## src/rtl/jk_seq_ctrl_if.sv

```systemverilog
// Command channel for jk_seq_ctrl: valid/ready handshake with opcode and data.
interface jk_seq_ctrl_if #(
    parameter int W = 4
);
    logic         cmd_valid;
    logic         cmd_ready;
    logic [1:0]   cmd_op;
    logic [W-1:0] cmd_data;

    modport master (
        output cmd_valid,
        output cmd_op,
        output cmd_data,
        input  cmd_ready
    );

    modport slave (
        input  cmd_valid,
        input  cmd_op,
        input  cmd_data,
        output cmd_ready
    );
endinterface

```

## src/rtl/jk_seq_ctrl.sv

```systemverilog
// Sequencer driving a W-bit JK flip-flop bank step by step with read-back check.
module jk_seq_ctrl #(
    parameter int W = 4
) (
    input  logic         clk,
    input  logic         rst_n,
    jk_seq_ctrl_if.slave cmd,
    output logic [W-1:0] j,
    output logic [W-1:0] k,
    input  logic [W-1:0] q_fb,
    output logic         busy,
    output logic         done,
    output logic         err
);

    localparam logic [1:0] S_IDLE  = 2'd0;
    localparam logic [1:0] S_DRIVE = 2'd1;
    localparam logic [1:0] S_CHECK = 2'd2;
    localparam logic [1:0] S_DONE  = 2'd3;

    localparam logic [1:0] OP_UP   = 2'b00;
    localparam logic [1:0] OP_DOWN = 2'b01;
    localparam logic [1:0] OP_LOAD = 2'b10;
    localparam logic [1:0] OP_CLR  = 2'b11;

    logic [1:0]   state;
    logic [1:0]   op_r;
    logic [W-1:0] data_r;
    logic [W-1:0] nxt;
    logic [W-1:0] cnt;

    logic         accept;
    logic         zero_step;
    logic [1:0]   op_sel;
    logic [W-1:0] data_sel;
    logic [W-1:0] nxt_c;
    logic [W-1:0] j_c;
    logic [W-1:0] k_c;

    function automatic logic [W-1:0] next_val(
        input logic [1:0]   op,
        input logic [W-1:0] d,
        input logic [W-1:0] cur
    );
        logic [W-1:0] r;
        r = '0;
        unique case (1'b1)
            (op == OP_UP):   r = cur + W'(1);
            (op == OP_DOWN): r = cur - W'(1);
            (op == OP_LOAD): r = d;
            (op == OP_CLR):  r = '0;
        endcase
        return r;
    endfunction

    assign cmd.cmd_ready = (state == S_IDLE);
    assign busy          = (state != S_IDLE);
    assign done          = (state == S_DONE);

    assign accept    = cmd.cmd_valid & cmd.cmd_ready;
    assign zero_step = ~cmd.cmd_op[1] & (cmd.cmd_data == '0);

    // The first step is planned on the accepting edge, before op/data are latched.
    assign op_sel   = (state == S_IDLE) ? cmd.cmd_op   : op_r;
    assign data_sel = (state == S_IDLE) ? cmd.cmd_data : data_r;

    always_comb begin
        nxt_c = next_val(op_sel, data_sel, q_fb);
        j_c   = ~q_fb & nxt_c;
        k_c   = q_fb & ~nxt_c;
    end

    always_ff @(posedge clk or negedge rst_n) begin
        if (!rst_n) begin
            state  <= S_IDLE;
            op_r   <= '0;
            data_r <= '0;
            nxt    <= '0;
            cnt    <= '0;
            j      <= '0;
            k      <= '0;
            err    <= 1'b0;
        end else begin
            unique case (state)
                S_IDLE: begin
                    j <= '0;
                    k <= '0;
                    if (accept) begin
                        op_r   <= cmd.cmd_op;
                        data_r <= cmd.cmd_data;
                        err    <= 1'b0;
                        cnt    <= cmd.cmd_op[1] ? W'(1) : cmd.cmd_data;
                        if (zero_step) begin
                            state <= S_DONE;
                        end else begin
                            state <= S_DRIVE;
                            nxt   <= nxt_c;
                            j     <= j_c;
                            k     <= k_c;
                        end
                    end
                end
                S_DRIVE: begin
                    j     <= '0;
                    k     <= '0;
                    state <= S_CHECK;
                end
                S_CHECK: begin
                    if (q_fb != nxt) begin
                        err   <= 1'b1;
                        cnt   <= '0;
                        state <= S_DONE;
                    end else if (cnt == W'(1)) begin
                        cnt   <= '0;
                        state <= S_DONE;
                    end else begin
                        cnt   <= cnt - W'(1);
                        nxt   <= nxt_c;
                        j     <= j_c;
                        k     <= k_c;
                        state <= S_DRIVE;
                    end
                end
                S_DONE: begin
                    j     <= '0;
                    k     <= '0;
                    state <= S_IDLE;
                end
                default: begin
                    j     <= '0;
                    k     <= '0;
                    state <= S_IDLE;
                end
            endcase
        end
    end

endmodule

```

## src/flat_wrapper.sv

```systemverilog
// flat-port wrapper written by rule: the top's interface ports become plain ports
module jk_seq_ctrl_flat 
#(
    parameter int W = 4
)
  (clk, rst_n, j, k, q_fb, busy, done, err, cmd_cmd_valid, cmd_cmd_op, cmd_cmd_data, cmd_cmd_ready);
  jk_seq_ctrl_if #(.W(W)) cmd_i ();
  input  logic clk;
  input  logic rst_n;
  output logic [W-1:0] j;
  output logic [W-1:0] k;
  input  logic [W-1:0] q_fb;
  output logic busy;
  output logic done;
  output logic err;
  input wire logic [$bits(cmd_i.cmd_valid)-1:0] cmd_cmd_valid;
  input wire logic [$bits(cmd_i.cmd_op)-1:0] cmd_cmd_op;
  input wire logic [$bits(cmd_i.cmd_data)-1:0] cmd_cmd_data;
  output wire logic [$bits(cmd_i.cmd_ready)-1:0] cmd_cmd_ready;
  assign cmd_i.cmd_valid = cmd_cmd_valid;
  assign cmd_i.cmd_op = cmd_cmd_op;
  assign cmd_i.cmd_data = cmd_cmd_data;
  assign cmd_cmd_ready = cmd_i.cmd_ready;
  jk_seq_ctrl #(.W(W)) u_core (.clk(clk), .rst_n(rst_n), .cmd(cmd_i), .j(j), .k(k), .q_fb(q_fb), .busy(busy), .done(done), .err(err));
endmodule
```

## config.mk

```make
export PLATFORM = sky130hd
export DESIGN_NAME = jk_seq_ctrl_flat
export DESIGN_NICKNAME = d
export VERILOG_FILES = /design/src/rtl/jk_seq_ctrl_if.sv /design/src/rtl/jk_seq_ctrl.sv /design/src/flat_wrapper.sv
export SDC_FILE = /design/constraint.sdc
export NUM_CORES = 1
export LEC_CHECK = 0
export ABC_AREA = 1
export CAP_MARGIN = 20
export CORE_ASPECT_RATIO = 1.25
export CORE_MARGIN = 3
export CORE_UTILIZATION = 35
export CTS_BUF_LIST = sky130_fd_sc_hd__clkbuf_8
export CTS_CLUSTER_SIZE = 14
export DETAILED_ROUTE_END_ITERATION = 10
export HOLD_SLACK_MARGIN = 0.1
export SYNTH_ARGS = -nofsm -noshare
export SYNTH_HDL_FRONTEND = slang
export SYNTH_SLANG_ARGS = --single-unit
```

## constraint.sdc

```tcl
create_clock -name clk -period 2.1 [get_ports clk]
set_input_delay 0.42 -clock clk [delete_from_list [all_inputs] [get_ports clk]]
set_output_delay 0.42 -clock clk [all_outputs]
set_load 0.01 [all_outputs]
```

Word level (Yosys, flattened, before mapping)
Index checks and enable logic that the tools add are counted.
{"block": "totals", "in_bits": 13, "ff_bits": 25}
{"block": "classes", "n_bitwise": 7, "reduce_logical": 11, "eq_ne": 13, "muxes": 31, "addsub": 3}
{"operator": "2-to-1 mux 4 bit", "count": 17}
{"operator": "case mux 4 bit (3 select lines)", "count": 2}
{"operator": "case mux 4 bit (2 select lines)", "count": 2}
{"operator": "case mux 4 bit (4 select lines)", "count": 1}
{"operator": "2-to-1 mux 2 bit", "count": 5}
{"operator": "AND 4 bit", "count": 2}
{"operator": "equality test 2 bit, second input constant", "count": 4}
{"operator": "!= test 2 bit, second input constant", "count": 4}
{"operator": "NOT 4 bit", "count": 2}
{"operator": "case mux 2 bit (4 select lines)", "count": 1}
{"operator": "subtractor 4 x 1 -> 4 bit, second input constant", "count": 2}
{"operator": "AND reduction 2 bit", "count": 3}
{"operator": "AND reduction 5 bit", "count": 1}
{"operator": "adder 4 x 1 -> 4 bit, second input constant", "count": 1}
{"operator": "equality test 2 x 1 -> 1 bit, second input constant", "count": 2}
{"operator": "equality test 4 x 1 -> 1 bit, second input constant", "count": 1}
{"operator": "logical NOT 2 bit", "count": 2}
{"operator": "logical NOT 4 bit", "count": 1}
{"operator": "!= test 4 bit", "count": 1}
{"operator": "nonzero test 2 bit", "count": 2}
{"operator": "AND reduction 3 bit", "count": 1}
{"operator": "AND 1 bit", "count": 2}
{"operator": "2-to-1 mux 1 bit", "count": 2}
{"operator": "!= test 2 x 1 -> 1 bit, second input constant", "count": 1}
{"operator": "3 further kinds", "count": 3}

Depth between registers and ports, before layout
Gate-level depths: netlist of run 1.
{"block": "depth", "depth_word": 9, "depth_mapped": 16, "mapped_depth_nobuf": 16}

Worst setup path after synthesis of run 1
Ideal clock, no wire load.
{"block": "synth_timing", "path_type": "register to register", "start": "reg u_core.state[0]", "end": "reg u_core.j[1]", "required_ns": 2.024, "t_arrival_ns": 1.775, "setup_time_ns": 0.076, "setup_slack_ns": 0.249, "path_stages_with_launch": 12, "period_less_slack_ns": 1.851, "cell_sequence": "dfrtp_1 -> nor2_4 -> nand2_2 -> nand2_2 -> nand3_2 -> nand2_2 -> inv_1 -> ha_1 -> inv_1 -> o21ai_1 -> inv_1 -> o21ai_1"}
{"block": "synth_via", "elab_chain_len": 8}
{"item": "start: declaration", "line_no": "jk_seq_ctrl.sv:26", "rtl": "logic [1:0] state;"}
{"item": "start signal: assignment", "line_no": "jk_seq_ctrl.sv:75", "rtl": "state <= S_IDLE;"}
{"item": "start signal: assignment", "line_no": "jk_seq_ctrl.sv:94", "rtl": "state <= S_DONE;"}
{"item": "start signal: assignment", "line_no": "jk_seq_ctrl.sv:96", "rtl": "state <= S_DRIVE;"}
{"item": "logical NOT 2 bit (*)", "line_no": "jk_seq_ctrl.sv:56", "rtl": "assign cmd.cmd_ready = (state == S_IDLE);"}
{"item": "net cmd_cmd_ready", "line_no": "flat_wrapper.sv:19", "rtl": "output wire logic [$bits(cmd_i.cmd_ready)-1:0] cmd_cmd_ready;"}
{"item": "2-to-1 mux 2 bit", "line_no": "jk_seq_ctrl.sv:64", "rtl": "assign op_sel = (state == S_IDLE) ? cmd.cmd_op : op_r;"}
{"item": "equality test 2 bit (tied with other cells)", "line_no": "jk_seq_ctrl.sv:51", "rtl": "(op == OP_CLR): r = '0;"}
{"item": "case mux 4 bit (4 select lines)", "line_no": "jk_seq_ctrl.sv:47", "rtl": "unique case (1'b1)"}
{"item": "AND 4 bit", "line_no": "jk_seq_ctrl.sv:69", "rtl": "j_c = ~q_fb & nxt_c;"}
{"item": "2-to-1 mux 4 bit (on tied branches)", "line_no": "jk_seq_ctrl.sv:113, jk_seq_ctrl.sv:93"}
{"item": "2-to-1 mux 4 bit (on tied branches)", "line_no": "jk_seq_ctrl.sv:109, jk_seq_ctrl.sv:88"}
{"item": "case mux 4 bit (3 select lines) (*)", "line_no": "jk_seq_ctrl.sv:84", "rtl": "unique case (state)"}
{"item": "end signal: assignment", "line_no": "jk_seq_ctrl.sv:98", "rtl": "j <= j_c;"}
{"item": "end signal: assignment", "line_no": "jk_seq_ctrl.sv:119", "rtl": "j <= j_c;"}
{"item": "end: declaration", "line_no": "jk_seq_ctrl.sv:8", "rtl": "output logic [W-1:0] j,"}
The timed path passes the listed nets; every way through them passes the cells marked *. The select of a mux whose other input is x is not followed.
A chain may end at the register's enable or synchronous reset.

Worst setup path after layout of run 1
{"block": "layout_timing", "start": "reg u_core.state[0]", "end": "out busy"}
{"block": "layout_via", "elab_chain_len": 1}
{"item": "nonzero test 2 bit", "line_no": "jk_seq_ctrl.sv:57", "rtl": "assign busy = (state != S_IDLE);"}
{"item": "end: declaration", "line_no": "flat_wrapper.sv:13", "rtl": "output logic busy;"}
No other way between the ends.

==> impl_metrics.csv, run 1 <==
group,metric,value,unit
synth,ys_types,31,
setup_path,cp_max_fo,8,
synth,synth_area_leaders,"dfrtp_1 41%, nand2_1 9.5%, inv_1 5.6%",
sta,post-route-period-util,93.9,%
routing,vias,1332,
hold_path,min_delay_path_depth,2,
sta,tightest_slew,329,ps
sta,slew_headroom,78.0,%
synth,yosysWarnings,0,
placed_design,numPortBuffers,24,
die,rows,26,
sta,rsz0062_at_grt,"no",
sta,slew_viol_final,0,
clocking,cts_setup_buffers,0,
setup_path,cp-start-kind,"flop",
clocking,clockBufferDepth,2,
die,ioPinCount,25,
synth,ys_async_sr_fraction,100,%
synth,synth_seq_cells,25,
setup_path,reg2reg_depth,13,
global_routing,antenna_found_initial,0,
routing,drt_first_pass_iters,4,
layout,area_delta_synth_final,29.3,%
synth,synth.yosys.seq_area_share,40.5,%
layout,final_layout_size_suffix_gt1_share,24.2,%
global_routing,grt_pass1_wl,6.07,mm
synth,syn_inst,186,
synth,ys_top_cells_by_count,"39 x nand2_1, 25 x dfrtp_1, 23 x inv_1",
routing,drtAntennaViolNets,0,
die,chipHeight,80.3,um
global_routing,grt_overflow,0,
die,die-area,5250,um2
sta,setup_violations,0,
layout,final_util,48.0,%
clocking,clkTransAtPathRegs,90,ps
clocking,clk_latency,270,ps
global_routing,track_usage,14.7,%
die,initial_core_util,37.1,%
layout,nFillCells,449,
setup_path,crit_required,1680,ps
power_and_ir_drop,p_per_area,1480,nW/um2
synth,synth_top_area_cell,"dfrtp_1",
flow_run,drv_cap,0,
power_and_ir_drop,ir_worst_vdd,677,uV
synth,syn_nets,202,
routing,drt-initial-drc-count,63,
routing,avgViaCountPerCell,4.71,
routing,wl_per_cell,12.1,um
setup_path,critical_path_class,"flop to output port",
routing,drc_errors,0,
synth,synth_edf_count,0,
clocking,htreeDepth,1,
layout,antenna_cells,0,
synth,synth_flop_cell,"dfrtp_1",
placed_design,gp_congestion,0.776,
synth,netlist_area,1540,um2
global_routing,grt_start_max_net_pins,26,
run_status,outcome,"complete, no violations",
power_and_ir_drop,p_leak,0.000956,uW
sta,timing.fmax,0.507,GHz
layout,final_area,2000,um2
clocking,holdBufCountCts,0,
clocking,cts_resized,0,
clocking,cts_tree,"yes",
sta,post-route-min-period,1970,ps
routing,drt-total-wl,3.41,mm
die,core,4160,um2
clocking,root_buffer,"clkbuf_8",
setup_path,cp_data_arrival_time,1550,ps
layout,nets,244,
setup_path,crit_path_end_kind,"output port",
clocking,cts.sinks,25,
placed_design,place_hpwl,2.69,mm
sta,fin_worst_skew,2.19,ps
global_routing,grt_pass1_vias,1337,
synth,yosysMostFrequentCell,"nand2_1",
sta,hold_viol,0,
die,chipWidth,65.4,um
sta,finalSetupTns,0,ps
clocking,cts_buffers,3,
placed_design,place_area,1940,um2
synth,avgSynthCellArea,8.30,um2
synth,yosysTopAreaCellShare,40.5,%
hold_path,hp-class,"flop to flop",
[final cells by class]
| cell class | count | area (um2) | area share, % |
|---|---|---|---|
| tap | 56 | 70.1 | 3.51 |
| inverter | 30 | 115 | 5.76 |
| multi-input combinational | 129 | 788 | 39.5 |
| sequential | 25 | 626 | 31.3 |
| timing repair buffer | 39 | 353 | 17.7 |
| clock buffer | 3 | 41.3 | 2.07 |
| clock inverter | 1 | 3.75 | 0.188 |
[flip-flops by register name, indices dropped and copies added (netlist names)]
register	cells
u_core.k	4
u_core.op_r	2
u_core.nxt	4
u_core.err	1
u_core.j	4
u_core.data_r	4
u_core.state	2
u_core.cnt	4
[critical path: stages, from the launching register on]
cell and delay [ps]:
dfrtp_1 510, inv_2 120, nand2_8 110, clkdlybuf4s50_1 540
[stage by stage]
stage | instances | power [uW] | hold WS, ps | setup slack, ps
finish | 283 | 2950 | 488 | 129
global route | 283 | 3260 | 511 | 27.1
CTS | 281 | 2960 | 494 | 59.1
detailed placement | 277 | 2660 | 471 | -122
global placement | 277 | 2640 | 465 | -87.4
floorplan | 186 | 2070 | 124 | 249
[layer usage]
metal / wire length, um / global-route usage (%)
met5: 0 / 0
met4: 23 / 4.36
met3: 116 / 2.24
met2: 1700 / 25.6
met1: 1570 / 18.6
[cell families after synthesis]
| group | Yosys count | synth area share (%) |
|---|---|---|
| compound gates | 37 | 15.6 |
| xor+xnor | 5 | 2.84 |
| fa+ha+maj | 3 | 2.43 |
| buf+inv | 32 | 8.43 |
| flops | 25 | 40.5 |
| mux | 1 | 0.729 |
| simple gates | 83 | 29.4 |
[power breakdown]
part / switching [uW] / internal, uW
Sequential: 148 / 699
Combinational: 1030 / 783
Clock: 155 / 131
[layout by cell type, fill, tap and decap left out, drive strengths merged]
master	Yosys	final
nand2	54	54
o22ai	1	1
o21ai	25	25
xor2	5	5
mux2	1	1
clkdlybuf4s50	0	24
ha	3	3
clkbuf	1	3
o31ai	3	3
o211ai	3	3
o22a	1	1
a32o	1	1
dfrtp	25	25
a21oi	2	2
or2	1	1
nand3	13	13
buf	1	15
nand4	1	1
nor3	5	5
a311oi	1	1
inv	30	31
nor2	9	9
[final timing paths]
| path | slack (ps) | from | end |
|---|---|---|---|
| worst max-delay path | 130 | u_core.state[0] | busy |
| worst min-delay path | 490 | u_core.j[2] | u_core.j[2] |
| worst max register to register | 160 | u_core.state[0] | u_core.j[1] |
| worst min register to register | 490 | u_core.j[2] | u_core.j[2] |
| max in group asynchronous | 1340 | rst_n | u_core.cnt[2] |
| min in group asynchronous | 510 | rst_n | u_core.j[0] |
Power figures use the tool's default switching activity.
==> inputs of run 2 (changes only) <==
--- a/config.mk
+++ b/config.mk
@@ -11,9 +11,11 @@
 export CORE_MARGIN = 3
 export CORE_UTILIZATION = 35
 export CTS_BUF_LIST = sky130_fd_sc_hd__clkbuf_8
+export CTS_CLUSTER_DIAMETER = 30
 export CTS_CLUSTER_SIZE = 14
 export DETAILED_ROUTE_END_ITERATION = 10
 export HOLD_SLACK_MARGIN = 0.1
+export SLEW_MARGIN = 20
 export SYNTH_ARGS = -nofsm -noshare
 export SYNTH_HDL_FRONTEND = slang
 export SYNTH_SLANG_ARGS = --single-unit
==> results of run 2 <==
No change in the layout: final DEF, timing and power equal those of run 1.
==> inputs of run 3 (changes only) <==
--- a/config.mk
+++ b/config.mk
@@ -10,7 +10,7 @@
 export CORE_ASPECT_RATIO = 1.25
 export CORE_MARGIN = 3
 export CORE_UTILIZATION = 35
-export CTS_BUF_LIST = sky130_fd_sc_hd__clkbuf_8
+export CTS_BUF_LIST = sky130_fd_sc_hd__clkbuf_16
 export CTS_CLUSTER_DIAMETER = 30
 export CTS_CLUSTER_SIZE = 14
 export DETAILED_ROUTE_END_ITERATION = 10
@@ -19,3 +19,4 @@
 export SYNTH_ARGS = -nofsm -noshare
 export SYNTH_HDL_FRONTEND = slang
 export SYNTH_SLANG_ARGS = --single-unit
+export TNS_END_PERCENT = 5
==> constraint.sdc (replaced) <==
create_clock -name clk -period 2.47 [get_ports clk]
set_input_delay 0.494 -clock clk [delete_from_list [all_inputs] [get_ports clk]]
set_output_delay 0.494 -clock clk [all_outputs]
set_load 0.01 [all_outputs]
==> run 3 against run 2 <==
Die area is the same. Clock skew grew 1.3 ps. Largest cell class unchanged. Design area shrank 2.8%. Worst setup slack gained 260 ps. Sequential power shrank 15%. Worst hold slack lost 8.5 ps. Core utilization shrank 1.4 points. Wire length shrank 4.3%. Via count shrank 3.2%. Critical path depth shrank 1. Non-clock buffer count shrank 12.
==> impl_metrics.csv, run 3 (synthesized netlist as in run 1, its figures left out) <==
group,metric,value,unit
run_status,outcome,"complete, no violations",
placed_design,place_area,1860,um2
layout,final_layout_size_suffix_gt1_share,20.0,%
power_and_ir_drop,combPwrFrac,56.7,%
power_and_ir_drop,p_per_area,1280,nW/um2
routing,drtAntennaViolNets,0,
layout,antenna_cells,0,
setup_path,cp-start-kind,"flop",
power_and_ir_drop,fin_total_pwr,2490,uW
global_routing,grt_start_max_net_pins,26,
layout,final_util,46.6,%
clocking,cts_tree,"yes",
global_routing,antenna_found_initial,0,
hold_path,min_delay_path_depth,2,
sta,timing.final.ws_setup,388,ps
sta,rsz0062_at_grt,"no",
power_and_ir_drop,p_clk_share,14.3,%
routing,drc_errors,0,
power_and_ir_drop,p_switching,1110,uW
clocking,htreeDepth,1,
setup_path,r2r-end,"u_core.nxt[1]",
sta,post-route-min-period,2080,ps
power_and_ir_drop,p_int,1380,uW
clocking,cts_buffers,3,
clocking,holdBufCountCts,0,
routing,wl_per_cell,12.1,um
sta,post-route-period-util,84.3,%
die,core,4160,um2
die,initial_core_util,37.1,%
sta,timing.fmax,0.480,GHz
clocking,clockBufferDepth,2,
die,ioPinCount,25,
placed_design,numPortBuffers,24,
flow_run,drv_cap,0,
placed_design,gp_congestion,0.772,
setup_path,r2r-start,"u_core.state[0]",
routing,vias,1289,
global_routing,grt_pass1_wl,5.89,mm
layout,mostFrequentLayoutCells,"39 x nand2_1, 25 x dfrtp_1, 24 x inv_1, 24 x clkdlybuf4s50_1, 14 x o21ai_0",
setup_path,crit_path_end_kind,"output port",
setup_path,crit_required,1980,ps
global_routing,grt_overflow,0,
hold_path,hold_end,"u_core.j[3]",
layout,area_delta_synth_final,25.7,%
setup_path,reg2reg_depth,11,
routing,drt_first_pass_iters,4,
setup_path,cp_max_fo,8,
routing,avgViaCountPerCell,4.76,
die,rows,26,
setup_path,critical_path_class,"flop to output port",
setup_path,r2r_slack,440,ps
layout,final_common_cell,"nand2_1",
clocking,clk_latency,260,ps
power_and_ir_drop,p_seq_share,29.0,%
global_routing,grt_pass1_vias,1303,
routing,drt-initial-drc-count,75,
power_and_ir_drop,p_leak,0.000914,uW
placed_design,place_hpwl,2.50,mm
sta,hold_viol,0,
setup_path,cp_data_arrival_time,1590,ps
placed_design,dp_slack,131,ps
clocking,cts.sinks,25,
die,chipHeight,80.3,um
layout,nets,232,
routing,drt-total-wl,3.27,mm
layout,final_area,1940,um2
clocking,cts_resized,0,
sta,slew_viol_final,0,
sta,finalSetupTns,0,ps
clocking,root_buffer,"clkbuf_16",
die,chipWidth,65.4,um
power_and_ir_drop,switching_share,44.6,%
sta,fin_worst_skew,3.51,ps
sta,tightest_slew,341,ps
die,die-area,5250,um2
sta,setup_violations,0,
hold_path,worstHoldStart,"u_core.j[3]",
sta,slew_headroom,77.2,%
clocking,cts_setup_buffers,0,
hold_path,hp-class,"flop to flop",
clocking,clkTransAtPathRegs,60,ps
power_and_ir_drop,ir_worst_vdd,541,uV
global_routing,track_usage,14.3,%
==> run 3: changes by cell type in the layout (fill, tap and decap cells not counted), sizes merged <==
cell  previous run  this run
buf             15         3
==> run 3: worst max-delay path by stage <==
stage	start	endpoint	slack, ps	depth (start not counted)
after floorplan	u_core.state[0]	u_core.j[1]	620	11
after global placement	cmd_cmd_op[1]	u_core.nxt[1]	170	12
after detailed placement	cmd_cmd_op[1]	u_core.nxt[1]	130	13
after CTS	u_core.state[0]	cmd_cmd_ready	380	2
after global routing	cmd_cmd_op[1]	u_core.j[2]	170	15
final	u_core.state[0]	cmd_cmd_ready	390	2
==> run 3: power by group through the flow <==
stage          clock network, uW  logic [uW]  registers [uW]
2_1_floorplan                  0        1020             739
3_3_place_gp                   0        1420             724
3_5_place_dp                   0        1430             728
4_1_cts                      370        1430             722
5_1_grt                      388        1620             744
6_report                     355        1410             721
==> run 3: per-layer routing <==
metal  vias to the layer above  track usage [%]  part of all wire, %
met1                       590             18.7                   49
li1                        667                -                    -
met2                        27             24.0                   46
met3                         5             1.96                  3.5
met4                         0             4.98                  1.7
met5                         -                0                    0
==> run 3: final cells by class <==
class	count	area, um2
fill	447	2220
tap	56	70.1
clock buffer	3	75.1
inverter	30	115
clock inverter	1	3.75
multi-input combinational	129	788
timing repair buffer	27	263
sequential	25	626
==> run 3: critical path: stages, from the launching register on <==
cell	delay [ps]
dfrtp_1	480
nor2_4	270
clkdlybuf4s50_1	590
==> run 3: stage by stage <==
step           cells  hold WS [ps]
3_5_place_dp     267           467
6_report         271           479
2_1_floorplan    186           198
5_1_grt          271           508
3_3_place_gp     267           461
4_1_cts          271           485
